### src/rtl/fpu_stripe_sequencer.sv
// Stripe sequencer for one FPU filter pass: hands ping-pong column buffers between the
// memory side and the shift/MAC datapath, one stripe at a time.
module fpu_stripe_sequencer #(
  parameter int unsigned MEM_BUFFER_WIDTH = 512,
  parameter int unsigned COL_WIDTH        = 10,
  parameter int unsigned MAC_LATENCY      = 2,
  localparam int unsigned AW = $clog2(MEM_BUFFER_WIDTH)
) (
  input  logic          clk,
  input  logic          rst,
  input  logic          start,
  input  logic [AW:0]   row_width,
  input  logic [15:0]   num_stripes,
  input  logic [1:0]    rd_buf_ready,
  input  logic [1:0]    wr_buf_free,
  output logic [1:0]    rd_buf_release,
  output logic [1:0]    wr_buf_commit,
  output logic          rd_buffer_sel,
  output logic          wr_buffer_sel,
  output logic [AW-1:0] read_col_address,
  output logic [AW-1:0] write_col_address,
  output logic          shift_cols,
  output logic          wr_en_wr_buffer,
  output logic          busy,
  output logic          done
);

  if (MAC_LATENCY < 1 || COL_WIDTH < 1) begin : g_param_check
    $error("fpu_stripe_sequencer: MAC_LATENCY and COL_WIDTH must be >= 1");
  end

  typedef enum logic [2:0] {
    S_IDLE, S_WAIT, S_STREAM, S_FLUSH, S_COMMIT, S_DONE
  } state_t;

  localparam logic [AW:0] ONE   = (AW+1)'(1);
  localparam logic [AW:0] TWO   = (AW+1)'(2);
  localparam logic [AW:0] THREE = (AW+1)'(3);

  state_t            state_q, state_d;
  logic [AW:0]       row_w_q, row_w_d;
  logic [15:0]       stripes_q, stripes_d;
  logic [15:0]       stripe_cnt_q, stripe_cnt_d;
  logic              rd_sel_q, rd_sel_d;
  logic              wr_sel_q, wr_sel_d;
  logic [AW:0]       rd_cnt_q, rd_cnt_d;
  logic [AW:0]       shift_cnt_q, shift_cnt_d;
  logic              shift_q, shift_d;
  logic [AW-1:0]     rd_last_q, rd_last_d;
  logic [AW-1:0]     wr_last_q, wr_last_d;
  logic [MAC_LATENCY-1:0] pipe_vld_q, pipe_vld_d;
  logic [AW-1:0]     pipe_addr_q [MAC_LATENCY];
  logic [AW-1:0]     pipe_addr_d [MAC_LATENCY];

  logic              wr_en_int;
  logic [AW-1:0]     wr_addr_int;

  assign wr_en_int   = pipe_vld_q[MAC_LATENCY-1];
  assign wr_addr_int = pipe_addr_q[MAC_LATENCY-1];

  always_comb begin
    state_d      = state_q;
    row_w_d      = row_w_q;
    stripes_d    = stripes_q;
    stripe_cnt_d = stripe_cnt_q;
    rd_sel_d     = rd_sel_q;
    wr_sel_d     = wr_sel_q;
    rd_cnt_d     = rd_cnt_q;
    shift_cnt_d  = shift_cnt_q;
    rd_last_d    = rd_last_q;
    wr_last_d    = wr_last_q;
    pipe_vld_d   = pipe_vld_q;
    pipe_addr_d  = pipe_addr_q;
    shift_d      = (state_q == S_STREAM);

    // Shift k (1-based, k>=3) completes result column k-3 after MAC_LATENCY cycles.
    if (shift_q) shift_cnt_d = shift_cnt_q + ONE;
    pipe_vld_d[0]  = shift_q && (shift_cnt_q >= TWO);
    pipe_addr_d[0] = AW'(shift_cnt_q - TWO);
    for (int unsigned i = 1; i < MAC_LATENCY; i++) begin
      pipe_vld_d[i]  = pipe_vld_q[i-1];
      pipe_addr_d[i] = pipe_addr_q[i-1];
    end
    if (wr_en_int) wr_last_d = wr_addr_int;

    case (state_q)
      S_IDLE: begin
        if (start) begin
          row_w_d      = row_width;
          stripes_d    = num_stripes;
          rd_sel_d     = 1'b0;
          wr_sel_d     = 1'b0;
          stripe_cnt_d = '0;
          state_d      = (row_width < THREE || num_stripes == '0) ? S_DONE : S_WAIT;
        end
      end
      S_WAIT: begin
        rd_cnt_d    = '0;
        shift_cnt_d = '0;
        if (rd_buf_ready[rd_sel_q] && wr_buf_free[wr_sel_q]) state_d = S_STREAM;
      end
      S_STREAM: begin
        rd_last_d = rd_cnt_q[AW-1:0];
        rd_cnt_d  = rd_cnt_q + ONE;
        if (rd_cnt_q == row_w_q - ONE) state_d = S_FLUSH;
      end
      S_FLUSH: begin
        if (wr_en_int && ({1'b0, wr_addr_int} == row_w_q - THREE)) state_d = S_COMMIT;
      end
      S_COMMIT: begin
        rd_sel_d     = ~rd_sel_q;
        wr_sel_d     = ~wr_sel_q;
        stripe_cnt_d = stripe_cnt_q + 16'd1;
        state_d      = (stripe_cnt_q == stripes_q - 16'd1) ? S_DONE : S_WAIT;
      end
      S_DONE:  state_d = S_IDLE;
      default: state_d = S_IDLE;
    endcase
  end

  always_ff @(posedge clk) begin
    if (rst) begin
      state_q      <= S_IDLE;
      row_w_q      <= '0;
      stripes_q    <= '0;
      stripe_cnt_q <= '0;
      rd_sel_q     <= 1'b0;
      wr_sel_q     <= 1'b0;
      rd_cnt_q     <= '0;
      shift_cnt_q  <= '0;
      shift_q      <= 1'b0;
      rd_last_q    <= '0;
      wr_last_q    <= '0;
      pipe_vld_q   <= '0;
      pipe_addr_q  <= '{default: '0};
    end else begin
      state_q      <= state_d;
      row_w_q      <= row_w_d;
      stripes_q    <= stripes_d;
      stripe_cnt_q <= stripe_cnt_d;
      rd_sel_q     <= rd_sel_d;
      wr_sel_q     <= wr_sel_d;
      rd_cnt_q     <= rd_cnt_d;
      shift_cnt_q  <= shift_cnt_d;
      shift_q      <= shift_d;
      rd_last_q    <= rd_last_d;
      wr_last_q    <= wr_last_d;
      pipe_vld_q   <= pipe_vld_d;
      pipe_addr_q  <= pipe_addr_d;
    end
  end

  // Addresses are live while strobed and otherwise hold the last strobed value.
  assign read_col_address  = (state_q == S_STREAM) ? rd_cnt_q[AW-1:0] : rd_last_q;
  assign write_col_address = wr_en_int ? wr_addr_int : wr_last_q;
  assign rd_buf_release    = (state_q == S_COMMIT) ? (rd_sel_q ? 2'b10 : 2'b01) : 2'b00;
  assign wr_buf_commit     = (state_q == S_COMMIT) ? (wr_sel_q ? 2'b10 : 2'b01) : 2'b00;
  assign rd_buffer_sel     = rd_sel_q;
  assign wr_buffer_sel     = wr_sel_q;
  assign shift_cols        = shift_q;
  assign wr_en_wr_buffer   = wr_en_int;
  assign busy              = (state_q != S_IDLE);
  assign done              = (state_q == S_DONE);

endmodule

### config.mk
export PLATFORM = sky130hd
export DESIGN_NAME = fpu_stripe_sequencer
export DESIGN_NICKNAME = d
export VERILOG_FILES = /design/src/rtl/fpu_stripe_sequencer.sv
export SDC_FILE = /design/constraint.sdc
export NUM_CORES = 1
export LEC_CHECK = 0
export CAP_MARGIN = 30
export CELL_PAD_IN_SITES_DETAIL_PLACEMENT = 1
export CELL_PAD_IN_SITES_GLOBAL_PLACEMENT = 1
export CORE_MARGIN = 2
export CORE_UTILIZATION = 38
export DETAILED_ROUTE_END_ITERATION = 8
export PLACE_DENSITY = 0.83
export SLEW_MARGIN = 10
export SYNTH_ARGS = -nofsm -noshare
export SYNTH_HDL_FRONTEND = slang
export SYNTH_SLANG_ARGS = --single-unit
### constraint.sdc
create_clock -name clk -period 2.3 [get_ports clk]
set_input_delay 0.46 -clock clk [delete_from_list [all_inputs] [get_ports clk]]
set_output_delay 0.46 -clock clk [all_outputs]
set_load 0.03 [all_outputs]
**Yosys cells after proc, flatten, opt, wreduce, memory -nomap -nowiden**

Cells that the tools add are included.

- $add $sub $neg: 7
- $lt $le $gt $ge: 4
- Equal/unequal tests: 12
- Mux-type cells: 23
- Bitwise logic cells: 2
- Reductions and logical operators: 13

Operators by type and width:

| kind | number |
|---|---|
| 16-bit case mux with 2 select lines | 1 |
| 10-bit by 1-bit adder with 10-bit output (second input constant) | 2 |
| 10-bit case mux with 2 select lines | 1 |
| 3-bit 2-to-1 mux | 6 |
| 9-bit 2-to-1 mux | 2 |
| 16-bit by 1-bit adder with 16-bit output (second input constant) | 1 |
| 16-bit equality test | 1 |
| 16-bit logical NOT | 1 |
| 16-bit 2-to-1 mux | 1 |
| 16-bit by 1-bit subtractor with 16-bit output (second input constant) | 1 |
| 3-bit case mux with 5 select lines | 1 |
| 10-bit equality test | 1 |
| 9-bit by 10-bit equality test with 1-bit output | 1 |
| 10-bit by 2-bit greater-or-equal comparator with 1-bit output (second input constant) | 1 |
| 10-bit by 2-bit less-than comparator with 1-bit output (second input constant) | 1 |
| 10-bit by 1-bit subtractor with 10-bit output (second input constant) | 1 |
| 10-bit by 2-bit subtractor with 10-bit output (second input constant) | 1 |
| 9-bit by 2-bit subtractor with 9-bit output (second input constant) | 1 |
| 2-bit 2-to-1 mux | 4 |
| 3-bit by 2-bit equality test with 1-bit output (second input constant) | 2 |
| 3-bit equality test (second input constant) | 2 |
| 2-bit != test (second input constant) | 3 |
| 1-bit 2-to-1 mux | 5 |
| 1-bit by 2-bit less-than comparator with 1-bit output (second input constant) | 2 |
| 12 further kinds | 18 |

- Bits in registers: 106
- Output and inout port bits: 28
- Word-level logic and storage cells: 75

**Logic depth before layout (Yosys ltp)**

- Word-level depth: 5
- Depth in mapped cells: 10
- Mapped depth without buffers: 9

**Least setup slack after synthesis**

OpenSTA, ideal clock, no wires.

- Path kind: register to register
- Start: reg stripes_q[0]
- End: reg state_q[2]
- Setup time: 86 ps
- Arrival: 2266 ps
- Data required time: 2214 ps
- Setup slack: -52 ps
- Cell stages (with the launch flop): 10
- Buffers on the path: 1
- Path through: dfxtp_1 -> inv_1 -> ha_1 -> or4b_1 -> buf_4 -> nor4b_2 -> xnor2_1 -> a2111oi_2 -> a41oi_1 -> a221oi_2

- Word-level cells in the longest chain between the ends: 4

Ends and longest elaborated chain:

| element | RTL line | RTL |
|---|---|---|
| start: declaration | 42 | `logic [15:0] stripes_q, stripes_d;` |
| start signal: assignment | 139 | `stripes_q <= stripes_d;` |
| 16-bit by 1-bit subtractor with 16-bit output | 114 | `state_d = (stripe_cnt_q == stripes_q - 16'd1) ? S_DONE : S_WAIT;` |
| 16-bit equality test | 114 |  |
| 3-bit 2-to-1 mux | 114 |  |
| 3-bit case mux with 5 select lines | 86 | `case (state_q)` |
| end signal: assignment | 137 | `state_q <= state_d;` |
| end: declaration | 40 | `state_t state_q, state_d;` |

Every way passes these cells.
A chain may end at the register's enable or synchronous reset.

**Worst setup path in the final report**

- Start: reg state_q[0]
- End: out busy

- Word-level cells in the longest chain between the ends: 1

Ends and longest elaborated chain:

| element | RTL line | RTL |
|---|---|---|
| 3-bit nonzero test | 162 | `assign busy = (state_q != S_IDLE);` |
| end: declaration | 24 | `output logic busy,` |

Every way passes these cells.

==> impl_metrics.yaml <==
status:
  status: "completed"
sta:
  fin_skew_ns: 0.0115
  hold_viol_final: 0
  finalCritPeriodShare_pct: 98.6
  fmax_mhz: 441
  tightest_slew_ns: 0.616
  period_minus_slack_ns: 2.27
  maxSlewHeadroom_pct: 58.9
  holdWs_ns: 0.436
  final_max_slew_viol_count: 0
  grt_setup_unrepaired: "yes"
  setup_violations: 0
routing:
  first_iter_violations: 263
  viasPerCell: 5.41
  detail-route-antenna-nets: 0
  routed_wl_um: 15500
  firstDrtPassIters: 4
  drc: 0
  vias: 4951
  wire_per_inst_um: 17.0
critical_path:
  crit_path_end: "busy"
  path_max_fanout: 5
  r2r_start: "stripes_q[0]"
  reg2reg_depth: 8
  path_cells: "buf_4 -> nor3_1 -> inv_1 -> dlygate4sd2_1"
  crit_family: "buffers and inverters"
  cp-start-kind: "flip-flop"
  max_stage_delay_ns: 0.38
  end_kind: "primary output"
  crit_required_ns: 1.84
  cp_slowest_cell: "dlygate4sd2_1"
  cp_num_cells: 4
  r2r_slack_ns: 0.05
  worstSetupStartpoint: "state_q[0]"
  r2r_end: "state_q[2]"
  crit_buf_inv: 3
  setup.worst_path.class: "flip-flop to primary output"
  arrival_ns: 1.81
final_layout:
  drive_above_1_share_pct: 16.2
  finalNonFillerCells: 915
  antenna-diode-count: 0
  fillers: 1642
  areaGrowthSynthToFinish_pct: 24.3
  multi_input_area_mm2: 0.00311
  final-seq-area_mm2: 0.00212
  nets: 772
run:
  cap_violations: 0
logic_synthesis:
  ys_ff_latch: 106
  async_flop_share_pct: 0
  syn-num-nets: 701
  ys_seq_area_share_pct: 39.5
  synth-edff-count: 0
  avgSynthCellArea_um2: 8.14
  synth_cells: 659
  synthFlopType: "dfxtp_1"
  ys_types: 55
  syn_area_mm2: 0.00537
  yosysWarnings: 0
cts:
  cts_buffers: 9
  clock_latency_ns: 0.36
  clock-root-buffer: "clkbuf_16"
  tritoncts: "yes"
  cts.clk_slew.worst_paths_ns: 0.07
  htreeDepth: 3
  cts_sinks: 106
  cts_max_path_buffers: 2
hold_path:
  hold_path.class: "flip-flop to flip-flop"
global_routing:
  grt_start_max_net_pins: 37
  grt_pass1_vias: 4990
  antenna_found_initial: 0
  globalRouteTotalUtil_pct: 21.1
  grt_pass1_wl_um: 24700
  grt-ovfl-total: 0
die:
  core_area_mm2: 0.0138
  die_w_um: 123
  io_pins: 61
  die_h_um: 123
  initial_core_util_pct: 38.8
  dieArea_mm2: 0.0151
  num_rows: 43
placed_design:
  dp_cells: 895
  port_buffers: 60
  place.gp.congestion: 0.864
  place_hpwl_um: 11500
power:
  vdd_ir_drop_max_mv: 0.325
  p_leak_nw: 2.63
  p_total_mw: 4.29
  power.density_mw_per_mm2: 643
[cell usage in the layout, fill, tap and decap left out, drive strengths merged, types with 6 or more instances in the layout]
master / n
nand2: 106
mux2i: 6
dlygate4sd2: 11
dfxtp: 106
xnor2: 41
and2: 6
inv: 18
nor3: 12
buf: 56
nor2: 66
nor4: 12
nor2b: 22
ha: 9
clkdlybuf4s50: 35
xor2: 22
a211oi: 10
nand4: 10
o21ai: 11
mux2: 15
nand3: 25
a21oi: 60
clkbuf: 9
and3: 7
[worst min-delay path by stage]
stage / startpoint / endpoint / slack, ns / depth (start not counted)
after global placement: pipe_addr_d[4] / wr_addr_int[4] / 0.42 / 1
final: pipe_addr_d[8] / wr_addr_int[8] / 0.44 / 1
after CTS: pipe_addr_d[8] / wr_addr_int[8] / 0.44 / 1
after detailed placement: pipe_addr_d[8] / wr_addr_int[8] / 0.43 / 1
after floorplan: pipe_vld_q[0] / pipe_vld_q[1] / 0.41 / 1
after global routing: rst / rd_cnt_q[9] / 0.46 / 2
[where the power goes]
group	internal, mW	switching (mW)
logic	0.386	0.439
clock network	0.756	0.754
registers	1.89	0.0649
[flip-flops by register name (all words and copies together), names as in the netlist]
signal	cells
rd_last_q	9
rd_cnt_q	10
shift_cnt_q	10
pipe_addr_d	9
wr_last_q	9
state_q	3
stripes_q	16
wr_buffer_sel	1
stripe_cnt_q	16
row_w_q	10
rd_buffer_sel	1
shift_cols	1
wr_addr_int	9
pipe_vld_q	2
[routing by layer]
| layer | part of all wire (%) | global-route usage (%) | vias up |
|---|---|---|---|
| met1 | 46 | 27.1 | 2439 |
| li1 | - | - | 2397 |
| met4 | 1.8 | 7.69 | 0 |
| met3 | 4.3 | 4.28 | 24 |
| met5 | 0 | 0 | - |
| met2 | 48 | 35.0 | 91 |
[cells by family after synthesis]
kind of cell | share of synthesized area (%)
AO/OA/AOI/OAI | 12.5
buffers and inverters | 4.43
multiplexers | 4.27
adder cells (fa/ha/maj) | 2.10
flip-flops | 39.5
XOR/XNOR | 10.3
AND/OR/NAND/NOR | 26.9
[cell usage after synthesis, types with 6 or more instances]
library cell | instances | share of area, %
dfxtp_1 | 106 | 40
nand2_1 | 106 | 7.4
nor2_1 | 66 | 4.6
a21oi_1 | 60 | 5.6
xnor2_1 | 41 | 6.7
clkbuf_1 | 33 | 2.3
nand3_1 | 25 | 2.3
nor2b_1 | 22 | 2.6
xor2_1 | 22 | 3.6
mux2_2 | 15 | 3.1
inv_1 | 14 | 0.98
nor3_1 | 12 | 1.1
nor4_1 | 12 | 1.4
o21ai_0 | 11 | 1.0
a211oi_1 | 10 | 1.4
nand4_1 | 10 | 1.2
ha_1 | 9 | 2.1
and3_1 | 7 | 0.82
mux2i_1 | 6 | 1.1
[stage by stage]
step | cell area [um2] | worst slack, ns | setup TNS, ns | util, %
after floorplan | 5380 | 0.0233 | 0 | -
after global placement | 6280 | -0.0384 | -0.0384 | 45.4
after detailed placement | 6280 | -0.134 | -0.166 | 45.4
after CTS | 6580 | 0.0308 | 0 | 47.6
after global routing | 6670 | -0.0678 | -0.114 | 48.3
final | 6670 | 0.0328 | 0 | 48.3
[layout make-up]
type | count | share of cell area [%]
clock inverter | 7 | 0.919
tap | 180 | 3.38
inverter | 14 | 0.788
clock buffer | 9 | 3.38
timing repair buffer | 102 | 13.1
multi-input combinational | 497 | 46.6
sequential | 106 | 31.8
[what timing repair did]
item / CTS / global route
pin swaps: 1 / 4
resized for setup: 18 / 16
cloned: 0 / 0
setup endpoints to repair: 22 / 13
setup buffers: 0 / 4
hold buffers: 0 / 0
(Power assumes the default switching activity.)
